File: config.mk
export PLATFORM = sky130hd
export DESIGN_NAME = instr_encoder_flat
export DESIGN_NICKNAME = d
export VERILOG_FILES = /design/src/rtl/instr_encoder_if.sv /design/src/rtl/instr_encoder.sv /design/src/flat_wrapper.sv
export SDC_FILE = /design/constraint.sdc
export NUM_CORES = 1
export LEC_CHECK = 0
export ABC_AREA = 1
export CORE_ASPECT_RATIO = 0.75
export CORE_MARGIN = 4
export CORE_UTILIZATION = 50
export DETAILED_ROUTE_END_ITERATION = 8
export PLACE_DENSITY = 0.79
export REMOVE_ABC_BUFFERS = 1
export SYNTH_ARGS = -nofsm -noshare
export SYNTH_HDL_FRONTEND = slang
export SYNTH_SLANG_ARGS = --single-unit
File: constraint.sdc
create_clock -name clk -period 9.7 [get_ports clk]
set_clock_uncertainty 0.2 [all_clocks]
set_input_delay 2.91 -clock clk [delete_from_list [all_inputs] [get_ports clk]]
set_output_delay 2.91 -clock clk [all_outputs]
set_load 0.02 [all_outputs]
File: src/rtl/instr_encoder_if.sv
// Field-beat stream plus IMEM write port and status for instr_encoder.
// master = loader/bench side, slave = encoder side.
interface instr_encoder_if #(
    parameter int unsigned ADDR_W = 14,
    parameter int unsigned CNT_W  = 16
);
    logic              start;
    logic [ADDR_W-1:0] base_addr;
    logic              in_valid;
    logic              in_ready;
    logic [6:0]        opcode;
    logic [4:0]        rd;
    logic [2:0]        funct3;
    logic [4:0]        adr1;
    logic [4:0]        adr2;
    logic [6:0]        funct7;
    logic [31:0]       imm;
    logic              imem_ready;
    logic              imem_en;
    logic [3:0]        imem_wea;
    logic [ADDR_W-1:0] imem_addr;
    logic [31:0]       imem_din;
    logic              err;
    logic [ADDR_W-1:0] err_addr;
    logic [CNT_W-1:0]  count;

    modport master (
        output start, base_addr, in_valid, opcode, rd, funct3, adr1, adr2, funct7, imm,
               imem_ready,
        input  in_ready, imem_en, imem_wea, imem_addr, imem_din, err, err_addr, count
    );

    modport slave (
        input  start, base_addr, in_valid, opcode, rd, funct3, adr1, adr2, funct7, imm,
               imem_ready,
        output in_ready, imem_en, imem_wea, imem_addr, imem_din, err, err_addr, count
    );
endinterface

File: src/rtl/instr_encoder.sv
// Re-encodes decoded RV32I fields into instruction words and writes legal words
// sequentially into IMEM through a two-stage (encode/check, write) pipeline.
module instr_encoder #(
    parameter int unsigned ADDR_W = 14,
    parameter int unsigned CNT_W  = 16
) (
    input  logic            clk,
    input  logic            rst,
    instr_encoder_if.slave  bus
);
    localparam int unsigned XLEN = 32;

    localparam logic [6:0] OP_LUI    = 7'b0110111;
    localparam logic [6:0] OP_AUIPC  = 7'b0010111;
    localparam logic [6:0] OP_JAL    = 7'b1101111;
    localparam logic [6:0] OP_JALR   = 7'b1100111;
    localparam logic [6:0] OP_BRANCH = 7'b1100011;
    localparam logic [6:0] OP_LOAD   = 7'b0000011;
    localparam logic [6:0] OP_STORE  = 7'b0100011;
    localparam logic [6:0] OP_ITYPE  = 7'b0010011;
    localparam logic [6:0] OP_RTYPE  = 7'b0110011;

    logic [XLEN-1:0]   imm;
    logic [31:0]       enc_word;
    logic              enc_err;
    logic              i_ok, b_ok, j_ok;

    logic              e_valid, e_err;
    logic [31:0]       e_word;
    logic              w_valid;
    logic [ADDR_W-1:0] addr;
    logic [ADDR_W-1:0] w_addr;
    logic [31:0]       w_word;
    logic              err_q;
    logic [ADDR_W-1:0] err_addr_q;
    logic [CNT_W-1:0]  count_q;

    logic              w_adv, e_load, e_good;

    assign imm    = bus.imm;
    assign w_adv  = !w_valid || bus.imem_ready;
    assign e_load = !e_valid || w_adv;
    assign e_good = e_valid && !e_err;

    // Sign-range checks: the discarded upper bits must be a pure sign extension.
    assign i_ok = (&imm[31:11]) || !(|imm[31:11]);
    assign b_ok = ((&imm[31:12]) || !(|imm[31:12])) && !imm[0];
    assign j_ok = ((&imm[31:20]) || !(|imm[31:20])) && !imm[0];

    always_comb begin
        enc_word = 32'h0;
        enc_err  = 1'b0;
        case (bus.opcode)
            OP_LUI, OP_AUIPC: begin
                enc_word = {imm[31:12], bus.rd, bus.opcode};
                enc_err  = |imm[11:0];
            end
            OP_JAL: begin
                enc_word = {imm[20], imm[10:1], imm[11], imm[19:12], bus.rd, bus.opcode};
                enc_err  = !j_ok;
            end
            OP_JALR, OP_LOAD: begin
                enc_word = {imm[11:0], bus.adr1, bus.funct3, bus.rd, bus.opcode};
                enc_err  = !i_ok;
            end
            OP_ITYPE: begin
                if (bus.funct3 == 3'b001 || bus.funct3 == 3'b101) begin
                    enc_word = {bus.funct7, imm[4:0], bus.adr1, bus.funct3, bus.rd, bus.opcode};
                    enc_err  = |imm[31:5];
                end else begin
                    enc_word = {imm[11:0], bus.adr1, bus.funct3, bus.rd, bus.opcode};
                    enc_err  = !i_ok;
                end
            end
            OP_BRANCH: begin
                enc_word = {imm[12], imm[10:5], bus.adr2, bus.adr1, bus.funct3,
                            imm[4:1], imm[11], bus.opcode};
                enc_err  = !b_ok;
            end
            OP_STORE: begin
                enc_word = {imm[11:5], bus.adr2, bus.adr1, bus.funct3, imm[4:0], bus.opcode};
                enc_err  = !i_ok;
            end
            OP_RTYPE: begin
                enc_word = {bus.funct7, bus.adr2, bus.adr1, bus.funct3, bus.rd, bus.opcode};
            end
            default: enc_err = 1'b1;
        endcase
    end

    // start outranks everything except reset; erroneous beats are retired from E without reaching W.
    always_ff @(posedge clk or posedge rst) begin
        if (rst) begin
            e_valid    <= 1'b0;
            e_err      <= 1'b0;
            e_word     <= 32'h0;
            w_valid    <= 1'b0;
            w_addr     <= '0;
            w_word     <= 32'h0;
            addr       <= '0;
            err_q      <= 1'b0;
            err_addr_q <= '0;
            count_q    <= '0;
        end else if (bus.start) begin
            e_valid    <= 1'b0;
            w_valid    <= 1'b0;
            addr       <= bus.base_addr;
            err_q      <= 1'b0;
            err_addr_q <= '0;
            count_q    <= '0;
        end else begin
            if (e_load) begin
                e_valid <= bus.in_valid;
                e_err   <= enc_err;
                e_word  <= enc_word;
            end
            if (w_adv) begin
                w_valid <= e_good;
                if (e_good) begin
                    w_addr <= addr;
                    w_word <= e_word;
                    addr   <= ADDR_W'(addr + 1'b1);
                end
            end
            if (e_valid && e_err && w_adv) begin
                err_q <= 1'b1;
                if (!err_q) begin
                    err_addr_q <= addr;
                end
            end
            if (w_valid && bus.imem_ready && (count_q != {CNT_W{1'b1}})) begin
                count_q <= CNT_W'(count_q + 1'b1);
            end
        end
    end

    assign bus.in_ready  = !rst && !bus.start && e_load;
    assign bus.imem_en   = w_valid;
    assign bus.imem_wea  = {4{w_valid}};
    assign bus.imem_addr = w_addr;
    assign bus.imem_din  = w_word;
    assign bus.err       = err_q;
    assign bus.err_addr  = err_addr_q;
    assign bus.count     = count_q;
endmodule

File: src/flat_wrapper.sv
// flat-port wrapper written by rule: the top's interface ports become plain ports
module instr_encoder_flat 
#(
    parameter int unsigned ADDR_W = 14,
    parameter int unsigned CNT_W  = 16
)
  (clk, rst, bus_start, bus_base_addr, bus_in_valid, bus_opcode, bus_rd, bus_funct3, bus_adr1, bus_adr2, bus_funct7, bus_imm, bus_imem_ready, bus_in_ready, bus_imem_en, bus_imem_wea, bus_imem_addr, bus_imem_din, bus_err, bus_err_addr, bus_count);
  instr_encoder_if #(.ADDR_W(ADDR_W), .CNT_W(CNT_W)) bus_i ();
  input  logic clk;
  input  logic rst;
  input wire logic [$bits(bus_i.start)-1:0] bus_start;
  input wire logic [$bits(bus_i.base_addr)-1:0] bus_base_addr;
  input wire logic [$bits(bus_i.in_valid)-1:0] bus_in_valid;
  input wire logic [$bits(bus_i.opcode)-1:0] bus_opcode;
  input wire logic [$bits(bus_i.rd)-1:0] bus_rd;
  input wire logic [$bits(bus_i.funct3)-1:0] bus_funct3;
  input wire logic [$bits(bus_i.adr1)-1:0] bus_adr1;
  input wire logic [$bits(bus_i.adr2)-1:0] bus_adr2;
  input wire logic [$bits(bus_i.funct7)-1:0] bus_funct7;
  input wire logic [$bits(bus_i.imm)-1:0] bus_imm;
  input wire logic [$bits(bus_i.imem_ready)-1:0] bus_imem_ready;
  output wire logic [$bits(bus_i.in_ready)-1:0] bus_in_ready;
  output wire logic [$bits(bus_i.imem_en)-1:0] bus_imem_en;
  output wire logic [$bits(bus_i.imem_wea)-1:0] bus_imem_wea;
  output wire logic [$bits(bus_i.imem_addr)-1:0] bus_imem_addr;
  output wire logic [$bits(bus_i.imem_din)-1:0] bus_imem_din;
  output wire logic [$bits(bus_i.err)-1:0] bus_err;
  output wire logic [$bits(bus_i.err_addr)-1:0] bus_err_addr;
  output wire logic [$bits(bus_i.count)-1:0] bus_count;
  assign bus_i.start = bus_start;
  assign bus_i.base_addr = bus_base_addr;
  assign bus_i.in_valid = bus_in_valid;
  assign bus_i.opcode = bus_opcode;
  assign bus_i.rd = bus_rd;
  assign bus_i.funct3 = bus_funct3;
  assign bus_i.adr1 = bus_adr1;
  assign bus_i.adr2 = bus_adr2;
  assign bus_i.funct7 = bus_funct7;
  assign bus_i.imm = bus_imm;
  assign bus_i.imem_ready = bus_imem_ready;
  assign bus_in_ready = bus_i.in_ready;
  assign bus_imem_en = bus_i.imem_en;
  assign bus_imem_wea = bus_i.imem_wea;
  assign bus_imem_addr = bus_i.imem_addr;
  assign bus_imem_din = bus_i.imem_din;
  assign bus_err = bus_i.err;
  assign bus_err_addr = bus_i.err_addr;
  assign bus_count = bus_i.count;
  instr_encoder #(.ADDR_W(ADDR_W), .CNT_W(CNT_W)) u_core (.clk(clk), .rst(rst), .bus(bus_i));
endmodule
==> impl_metrics.toml, run 1 <==
[synthesis]
synthTopCellsByArea = "dfrtp_1, nand2_1, o21ai_0"
postSynthCellCount = 875
avgSynthCellArea_um2 = 7.54
ys.flop_type = "dfrtp_1"
synth_edf_count = 0
synth_top_cell_by_area = "dfrtp_1"
synth_top_area_share_pct = 47.8
netlist_area_um2 = 6600
ys_ff_latch = 126
ys_types = 35
synth-seq-area-share_pct = 47.8
async_flop_share_pct = 100
synth_warnings = 0

[drt]
antenna_left = 0
vias = 6401
drtIter0Drc = 476
viasPerCell = 5.26
drcViolationCount = 0
drt_pass1_iterations = 5
drt_wl_total_um = 18600
routedWlPerCell_um = 15.3

[cells_and_area]
layout.cells.non_filler = 1217
syn_to_final_growth_pct = 35.8
layout_commonest_cell = "nand2_1"
final_nets = 1119
final_cell_mix = "nand2_1, clkdlybuf4s50_1, dfrtp_1"
antenna_cells = 0
drive_gt1_share_pct = 6.50

[cts]
cts_hold_buf = 0
cts_made_buffers = 17
root_buffer = "clkbuf_16"
cts.clk_slew.worst_paths_ns = 0.05
post_cts_buffers = 0
clock_sinks = 126
cts_tree = "yes"
cts_resized = 0
clk_path_buf_depth = 2
htreeDepth = 4
clock_latency_ns = 0.41

[setup_path]
worstPathRequired_ns = 6.59
cp.arrival_ns = 5.06
crit_type = "input port to output pin"
crit_fanout = 28
end_kind = "output pin"
startpoint_type = "input port"

[die]
dieArea_um2 = 15100
die_x_um = 141
rows = 36
core-area_um2 = 13000
start_util_pct = 50.8
ios = 166
dieHeight_um = 107

[timing]
grt_setup_unrepaired = "false"
finalWorstPathRequiredPeriod_ns = 8.17
hold_viol = 0
fmax_mhz = 122
report.final.slew_viol_count = 0
tns_ns = 0
period_share_pct = 84.2
worst_hold_slack_ns = 0.274
slew_headroom_pct = 26.1
tightest_slew_ns = 1.10
setup_viol = 0

[power_and_ir_drop]
p_leak_nw = 4.11
p_per_area_nw_per_um2 = 169
p_total_w = 0.00152
peakVddDrop_uv = 118

[placed_design]
port_buffers = 165
hpwl_um = 13500
dp.cells = 1186
place_congestion = 0.951

[outcome]
status = "finished clean"

[min_path]
hold_class = "flip-flop to flip-flop"

[grt]
grtUsageTotal_pct = 25.6
grt_pass1_vias = 6158
grt_overflow = 0
antenna_found_initial = 0
grt_max_degree = 80
grt_pass1_wl_um = 31100

[flow_run]
maxCapViolCount = 0
==> where the power goes <==
| part | switching (W) | internal [W] |
|---|---|---|
| Sequential | 0.0000255 | 0.000567 |
| Combinational | 0.000136 | 0.000112 |
| Clock | 0.000239 | 0.000437 |
==> Yosys cell counts (3+ instances only) <==
cell	n
inv_2	5
buf_6	3
inv_1	103
o21ai_0	104
o21ai_1	3
nand2_2	6
a31oi_1	3
nor2_4	3
nor3_1	9
a21oi_1	18
nand4_1	7
nor3_2	3
nand2_1	263
dfrtp_1	126
buf_2	7
nor2_1	80
buf_4	7
nand3_1	51
nand2_4	3
o22ai_1	21
xor2_1	6
nand3_2	3
clkbuf_1	13
a22oi_1	9
o211ai_1	3
nor2_2	4
==> per-stage QoR <==
stage | utilization, % | setup slack [ns] | area (um2)
after floorplan | - | 0.690 | 6430
after global placement | 64.2 | 1.53 | 8330
after detailed placement | 64.2 | 1.53 | 8330
after CTS | 69.1 | 1.54 | 8960
after global routing | 69.1 | 1.36 | 8960
final | 69.1 | 1.53 | 8960
==> registers in the layout, summed over array words and instances (netlist names) <==
| signal | flops |
|---|---|
| u_core.bus.imem_en | 1 |
| u_core.bus.err_addr | 14 |
| u_core.e_word | 32 |
| u_core.e_err | 1 |
| u_core.bus.count | 16 |
| u_core.bus.imem_addr | 14 |
| u_core.addr | 14 |
| u_core.e_valid | 1 |
| u_core.bus.err | 1 |
| u_core.bus.imem_din | 32 |
==> kinds of logic (layout without fill, tap and decap cells) <==
logic type | after synthesis | in the layout | synth area share [%]
AOI/OAI and AO/OA | 168 | 168 | 14.1
adders and majority gates | 2 | 2 | 0.379
buffers and inverters | 139 | 310 | 8.82
xor gates and xnor gates | 6 | 6 | 0.797
and+or+nand+nor | 434 | 434 | 28.1
DFF | 126 | 126 | 47.8
==> cell type report <==
class | instances | area [um2]
clock buffer | 18 | 439
inverter | 109 | 414
clock inverter | 13 | 189
multi-input combinational | 610 | 2860
sequential | 126 | 3150
tap | 171 | 214
fill | 1082 | 4010
timing repair buffer | 170 | 1690
==> critical path, stage by stage <==
cell	delay, ns
clkdlybuf4s50_1	0.40
buf_4	0.22
inv_2	0.37
nand2_1	0.10
buf_4	0.23
inv_1	0.10
nand2_1	0.05
inv_1	0.07
clkdlybuf4s50_1	0.59
==> worst paths after layout <==
kind | from | end | slack [ns] | depth (start not counted)
setup / recovery | bus_start | bus_in_ready | 1.53 | 9
hold / removal | u_core.e_word[28]$_DFFE_PP0P_ | u_core.bus.imem_din[28]$_DFFE_PP0P_ | 0.27 | 2
setup reg to reg | u_core.bus.imem_en$_DFFE_PP0P_ | u_core.bus.err_addr[12]$_DFFE_PP0P_ | 7.47 | 6
hold reg to reg | u_core.e_word[28]$_DFFE_PP0P_ | u_core.bus.imem_din[28]$_DFFE_PP0P_ | 0.27 | 2
max in group asynchronous | rst | u_core.bus.imem_din[28]$_DFFE_PP0P_ | 5.15 | 3
min in group asynchronous | rst | u_core.bus.imem_din[19]$_DFFE_PP0P_ | 2.78 | 2
==> per-layer routing <==
layer | wire length (um) | vias to the layer above | share of wire [%] | global-route usage, %
met5 | 0 | - | 0 | 0
met4 | 342 | 0 | 1.8 | 6.92
met3 | 1300 | 27 | 7.0 | 5.77
met2 | 8050 | 250 | 43 | 37.5
met1 | 8900 | 2985 | 48 | 38.3
li1 | - | 3139 | - | -
(Power assumes the default switching activity.)
==> run 2: changes to the inputs <==
==> constraint.sdc (replaced) <==
create_clock -name clk -period 8.3 [get_ports clk]
set_clock_uncertainty 0.2 [all_clocks]
set_input_delay 2.49 -clock clk [delete_from_list [all_inputs] [get_ports clk]]
set_output_delay 2.49 -clock clk [all_outputs]
set_load 0.02 [all_outputs]
==> run 2 against run 1 <==
Critical path depth is the same. Routed wire length is 2.1% higher. Via count grew 0.44%. Combinational power increased by 17%. Final area fell by 0.78%. First-iteration DRC count up 9.5%. Clock power increased by 1%. Sequential power grew 17%. Critical path type unchanged.
==> impl_metrics.toml, run 2 (synthesis results as in run 1) <==
[timing]
period_share_pct = 84.7
grt_setup_unrepaired = "false"
report.final.slew_viol_count = 0
tightest_slew_ns = 1.13
slew_headroom_pct = 24.1
worst_hold_slack_ns = 0.266
setup_viol = 0
hold_viol = 0
fin_ws_ns = 1.27
finalWorstPathRequiredPeriod_ns = 7.03
fmax_mhz = 142
tns_ns = 0

[power_and_ir_drop]
p_leak_nw = 4.08
peakVddDrop_uv = 141
p_per_area_nw_per_um2 = 188
p_total_w = 0.00167

[die]
dieHeight_um = 107
die_x_um = 141
ios = 166
start_util_pct = 50.8
rows = 36
core-area_um2 = 13000
dieArea_um2 = 15100

[cts]
root_buffer = "clkbuf_16"
cts_resized = 0
cts_tree = "yes"
cts_made_buffers = 17
clk_path_buf_depth = 2
cts.clk_slew.worst_paths_ns = 0.06
cts_hold_buf = 0
htreeDepth = 4
clock_sinks = 126
clock_latency_ns = 0.41
post_cts_buffers = 0

[drt]
routedWlPerCell_um = 15.6
drt_wl_total_um = 19000
drtIter0Drc = 521
drt_pass1_iterations = 8
antenna_left = 0
viasPerCell = 5.27
drcViolationCount = 0
vias = 6429

[placed_design]
pre_cts_slack_ns = 1.27
placed_area_um2 = 8350
place_congestion = 0.935
hpwl_um = 13600
port_buffers = 165

[setup_path]
crit_fanout = 22
cp.arrival_ns = 4.34
startpoint_type = "input port"
crit_type = "input port to output pin"
end_kind = "output pin"
worstPathRequired_ns = 5.61

[cells_and_area]
syn_to_final_growth_pct = 34.8
antenna_cells = 0
final_cell_mix = "nand2_1, clkdlybuf4s50_1, dfrtp_1"
register_area_um2 = 3150
multiInputGateArea_um2 = 2860
stdcell_area_um2 = 8890
final_nets = 1121
drive_gt1_share_pct = 6.39
layout_commonest_cell = "nand2_1"
n_fill_cell = 1095

[grt]
grtUsageTotal_pct = 25.6
grt_pass1_wl_um = 31300
grt_overflow = 0
grt_max_degree = 69
grt_pass1_vias = 6259
antenna_found_initial = 0

[flow_run]
maxCapViolCount = 0

[outcome]
status = "finished clean"

[min_path]
hold_class = "flip-flop to flip-flop"
-- run 2: changes by cell type in the layout (fill, tap and decap cells not counted), sizes merged --
cell,before,now
inv,111,109
clkinvlp,2,4
buf,5,7
clkbuf,18,21
bufinv,4,1
-- run 2: area by class of cell --
| class | instances | share of cell area, % |
|---|---|---|
| flip-flops and latches | 126 | 35.5 |
| multi-input cells | 610 | 32.2 |
| repair buffers | 172 | 19.2 |
| clock buffers | 21 | 5.07 |
| inverters | 109 | 4.66 |
| well taps | 171 | 2.41 |
| clock inverters | 10 | 1.04 |
-- run 2: where the power goes --
part           internal [W]  switching [W]  total, W  leakage, nW
clock network      0.000417       0.000268  0.000685        0.255
registers          0.000663      0.0000306  0.000694         1.68
logic              0.000132       0.000160  0.000292         2.14
-- run 2: critical path: stages --
cell and delay, ns:
clkdlybuf4s50_1 0.46, buf_4 0.27, inv_2 0.06, nand2_1 0.07, buf_4 0.26, inv_1 0.10
nand2_1 0.07, inv_1 0.03, clkdlybuf4s50_1 0.52
-- run 2: final timing paths --
kind,from,endpoint,slack [ns],cells past startpoint
max,bus_start,bus_in_ready,1.27,9
min,u_core.e_word[8]$_DFFE_PP0P_,u_core.bus.imem_din[8]$_DFFE_PP0P_,0.27,2
max reg2reg,u_core.bus.imem_en$_DFFE_PP0P_,u_core.addr[12]$_DFFE_PP0P_,5.55,8
min reg2reg,u_core.e_word[8]$_DFFE_PP0P_,u_core.bus.imem_din[8]$_DFFE_PP0P_,0.27,2
max in group asynchronous,rst,u_core.e_word[23]$_DFFE_PP0P_,4.03,4
min in group asynchronous,rst,u_core.bus.imem_din[13]$_DFFE_PP0P_,2.48,3
-- run 2: layer usage --
metal  track usage [%]  up-vias  routed length, um
met2              38.1      293               8250
met5                 0        -                  0
li1                  -     3145                  -
met4              7.47        0                361
met3              5.24       31               1560
met1              38.0     2960               8810
-- run 2: per-stage QoR --
step / instances / util, %
after CTS: 1219 / 68.5
final: 1219 / 68.5
after global routing: 1219 / 68.5
after global placement: 1188 / 64.3
after floorplan: 845 / -
after detailed placement: 1188 / 64.3
==> run 3: changes to the inputs <==
==> constraint.sdc (replaced) <==
create_clock -name clk -period 7 [get_ports clk]
set_clock_uncertainty 0.2 [all_clocks]
set_input_delay 2.1 -clock clk [delete_from_list [all_inputs] [get_ports clk]]
set_output_delay 2.1 -clock clk [all_outputs]
set_load 0.02 [all_outputs]
==> run 3 against run 2 <==
Routed wire length grew 0.43%. Sequential power grew 18%. Sequential cell count is the same. Non-clock buffer count is the same. Count of clock-buffer cells in the layout shrank 2. Register-to-register slack lost 0.83 ns. Worst hold slack gained 0.0073 ns. Via count shrank 0.20%. Core utilization grew 0.91 points. Global-route usage grew 0.30 points. Clock power grew 44%. Critical path type unchanged. Largest power group is now the clock network.
==> impl_metrics.toml, run 3 (synthesis results as in run 1) <==
[drt]
drtIter0Drc = 551
viasPerCell = 5.26
drt_pass1_iterations = 6
vias = 6416
routedWlPerCell_um = 15.6
drt_wl_total_um = 19100
antenna_left = 0
drcViolationCount = 0

[die]
core-area_um2 = 13000
dieHeight_um = 107
start_util_pct = 50.8
rows = 36
dieArea_um2 = 15100
die_x_um = 141
ios = 166

[cells_and_area]
multiInputGateArea_um2 = 2860
fin_util_pct = 69.4
final_nets = 1121
antenna_cells = 0
layout.cells.non_filler = 1219
final_cell_mix = "nand2_1, clkdlybuf4s50_1, dfrtp_1"
syn_to_final_growth_pct = 36.6
drive_gt1_share_pct = 6.68
register_area_um2 = 3150
layout_commonest_cell = "nand2_1"
n_fill_cell = 1080

[cts]
cts_resized = 0
cts_tree = "yes"
clk_path_buf_depth = 2
post_cts_buffers = 0
clock_sinks = 126
cts_hold_buf = 0
cts_made_buffers = 17
htreeDepth = 4
clock_latency_ns = 0.41
root_buffer = "clkbuf_16"
cts.clk_slew.worst_paths_ns = 0.05

[setup_path]
slowest_delay_ns = 0.59
startpoint_type = "input port"
crit_fanout = 4
critPathSlowestCell = "clkdlybuf4s50_1"
crit_type = "input port to output pin"
cp.arrival_ns = 3.65
critical-path-top-delay-family = "buffers and inverters"
cp_num_buf_inv = 4
cpMostUsedCell = "nand2_1"
path_cells = "clkdlybuf4s50_1, nor2_4, nand2_1, nand2_1, inv_1, nand2_1, inv_1, clkdlybuf4s50_1"
end_kind = "output pin"
worstPathRequired_ns = 4.70

[timing]
finalWorstPathRequiredPeriod_ns = 5.95
worst_hold_slack_ns = 0.273
hold_viol = 0
tns_ns = 0
setup_viol = 0
slew_headroom_pct = 26.1
period_share_pct = 85.1
fmax_mhz = 168
report.final.slew_viol_count = 0
grt_setup_unrepaired = "false"
tightest_slew_ns = 1.10

[grt]
met2_usage_pct = 38.9
grt_max_degree = 80
grt_overflow = 0
grt_pass1_vias = 6056
met1_usage_pct = 38.1
grtUsageTotal_pct = 25.9
grt_pass1_wl_um = 31000
antenna_found_initial = 0
grt.met3_usage_pct = 5.37
grt_busiest_layer = "met2"

[power_and_ir_drop]
p_sw_share_pct = 25.9
p_seq_share_pct = 38.2
p_total_w = 0.00215
peakVddDrop_uv = 167
p_per_area_nw_per_um2 = 239
internal-power_w = 0.00160
p_comb_share_pct = 16.1
p_sw_w = 0.000557
clockPowerShare_pct = 45.7
p_leak_nw = 4.15

[placed_design]
place_congestion = 0.923
port_buffers = 165
hpwl_um = 13600
dp.cells = 1188

[flow_run]
maxCapViolCount = 0

[outcome]
status = "finished clean"

[min_path]
hold_class = "flip-flop to flip-flop"
run 3: cell type report:
cell class              instances  share of cell area [%]
multi-input cells             610                    31.8
clock inverters                12                    2.31
repair buffers                172                    18.9
inverters                     109                    4.60
well taps                     171                    2.38
clock buffers                  19                    5.03
flip-flops and latches        126                    35.0
run 3: metal layers:
metal | vias up | share of wire (%)
met1 | 2967 | 46
met5 | - | 0
li1 | 3136 | -
met3 | 26 | 8.8
met4 | 0 | 1.4
met2 | 287 | 44
run 3: metrics by stage:
step / area, um2 / setup slack (ns)
after global placement: 8350 / 1.03
after floorplan: 6430 / -0.390
after detailed placement: 8350 / 1.01
final: 9010 / 1.05
after global routing: 9010 / 0.920
after CTS: 9010 / 1.00
run 3: final timing paths:
path,depth (start not counted),end,slack [ns],from
min in group asynchronous,3,u_core.bus.imem_din[12]$_DFFE_PP0P_,2.15,rst
min,2,u_core.bus.imem_din[25]$_DFFE_PP0P_,0.27,u_core.e_word[25]$_DFFE_PP0P_
min reg2reg,2,u_core.bus.imem_din[25]$_DFFE_PP0P_,0.27,u_core.e_word[25]$_DFFE_PP0P_
max reg2reg,6,u_core.bus.err_addr[4]$_DFFE_PP0P_,4.72,u_core.bus.imem_en$_DFFE_PP0P_
max in group asynchronous,4,u_core.e_word[8]$_DFFE_PP0P_,3.13,rst
max,8,bus_in_ready,1.05,bus_imem_ready
run 3: power by group through the flow:
stage / logic, W / clock network (W) / registers (W)
6_report: 0.000347 / 0.000985 / 0.000822
4_1_cts: 0.000348 / 0.000999 / 0.000822
3_5_place_dp: 0.000346 / 0 / 0.000834
2_1_floorplan: 0.000107 / 0 / 0.000883
5_1_grt: 0.000377 / 0.00103 / 0.000830
3_3_place_gp: 0.000341 / 0 / 0.000832
run 3: tightest hold or removal path: stages (launching register included):
cell and delay, ns:
dfrtp_1 0.34, nand2_1 0.05, nand2_1 0.05
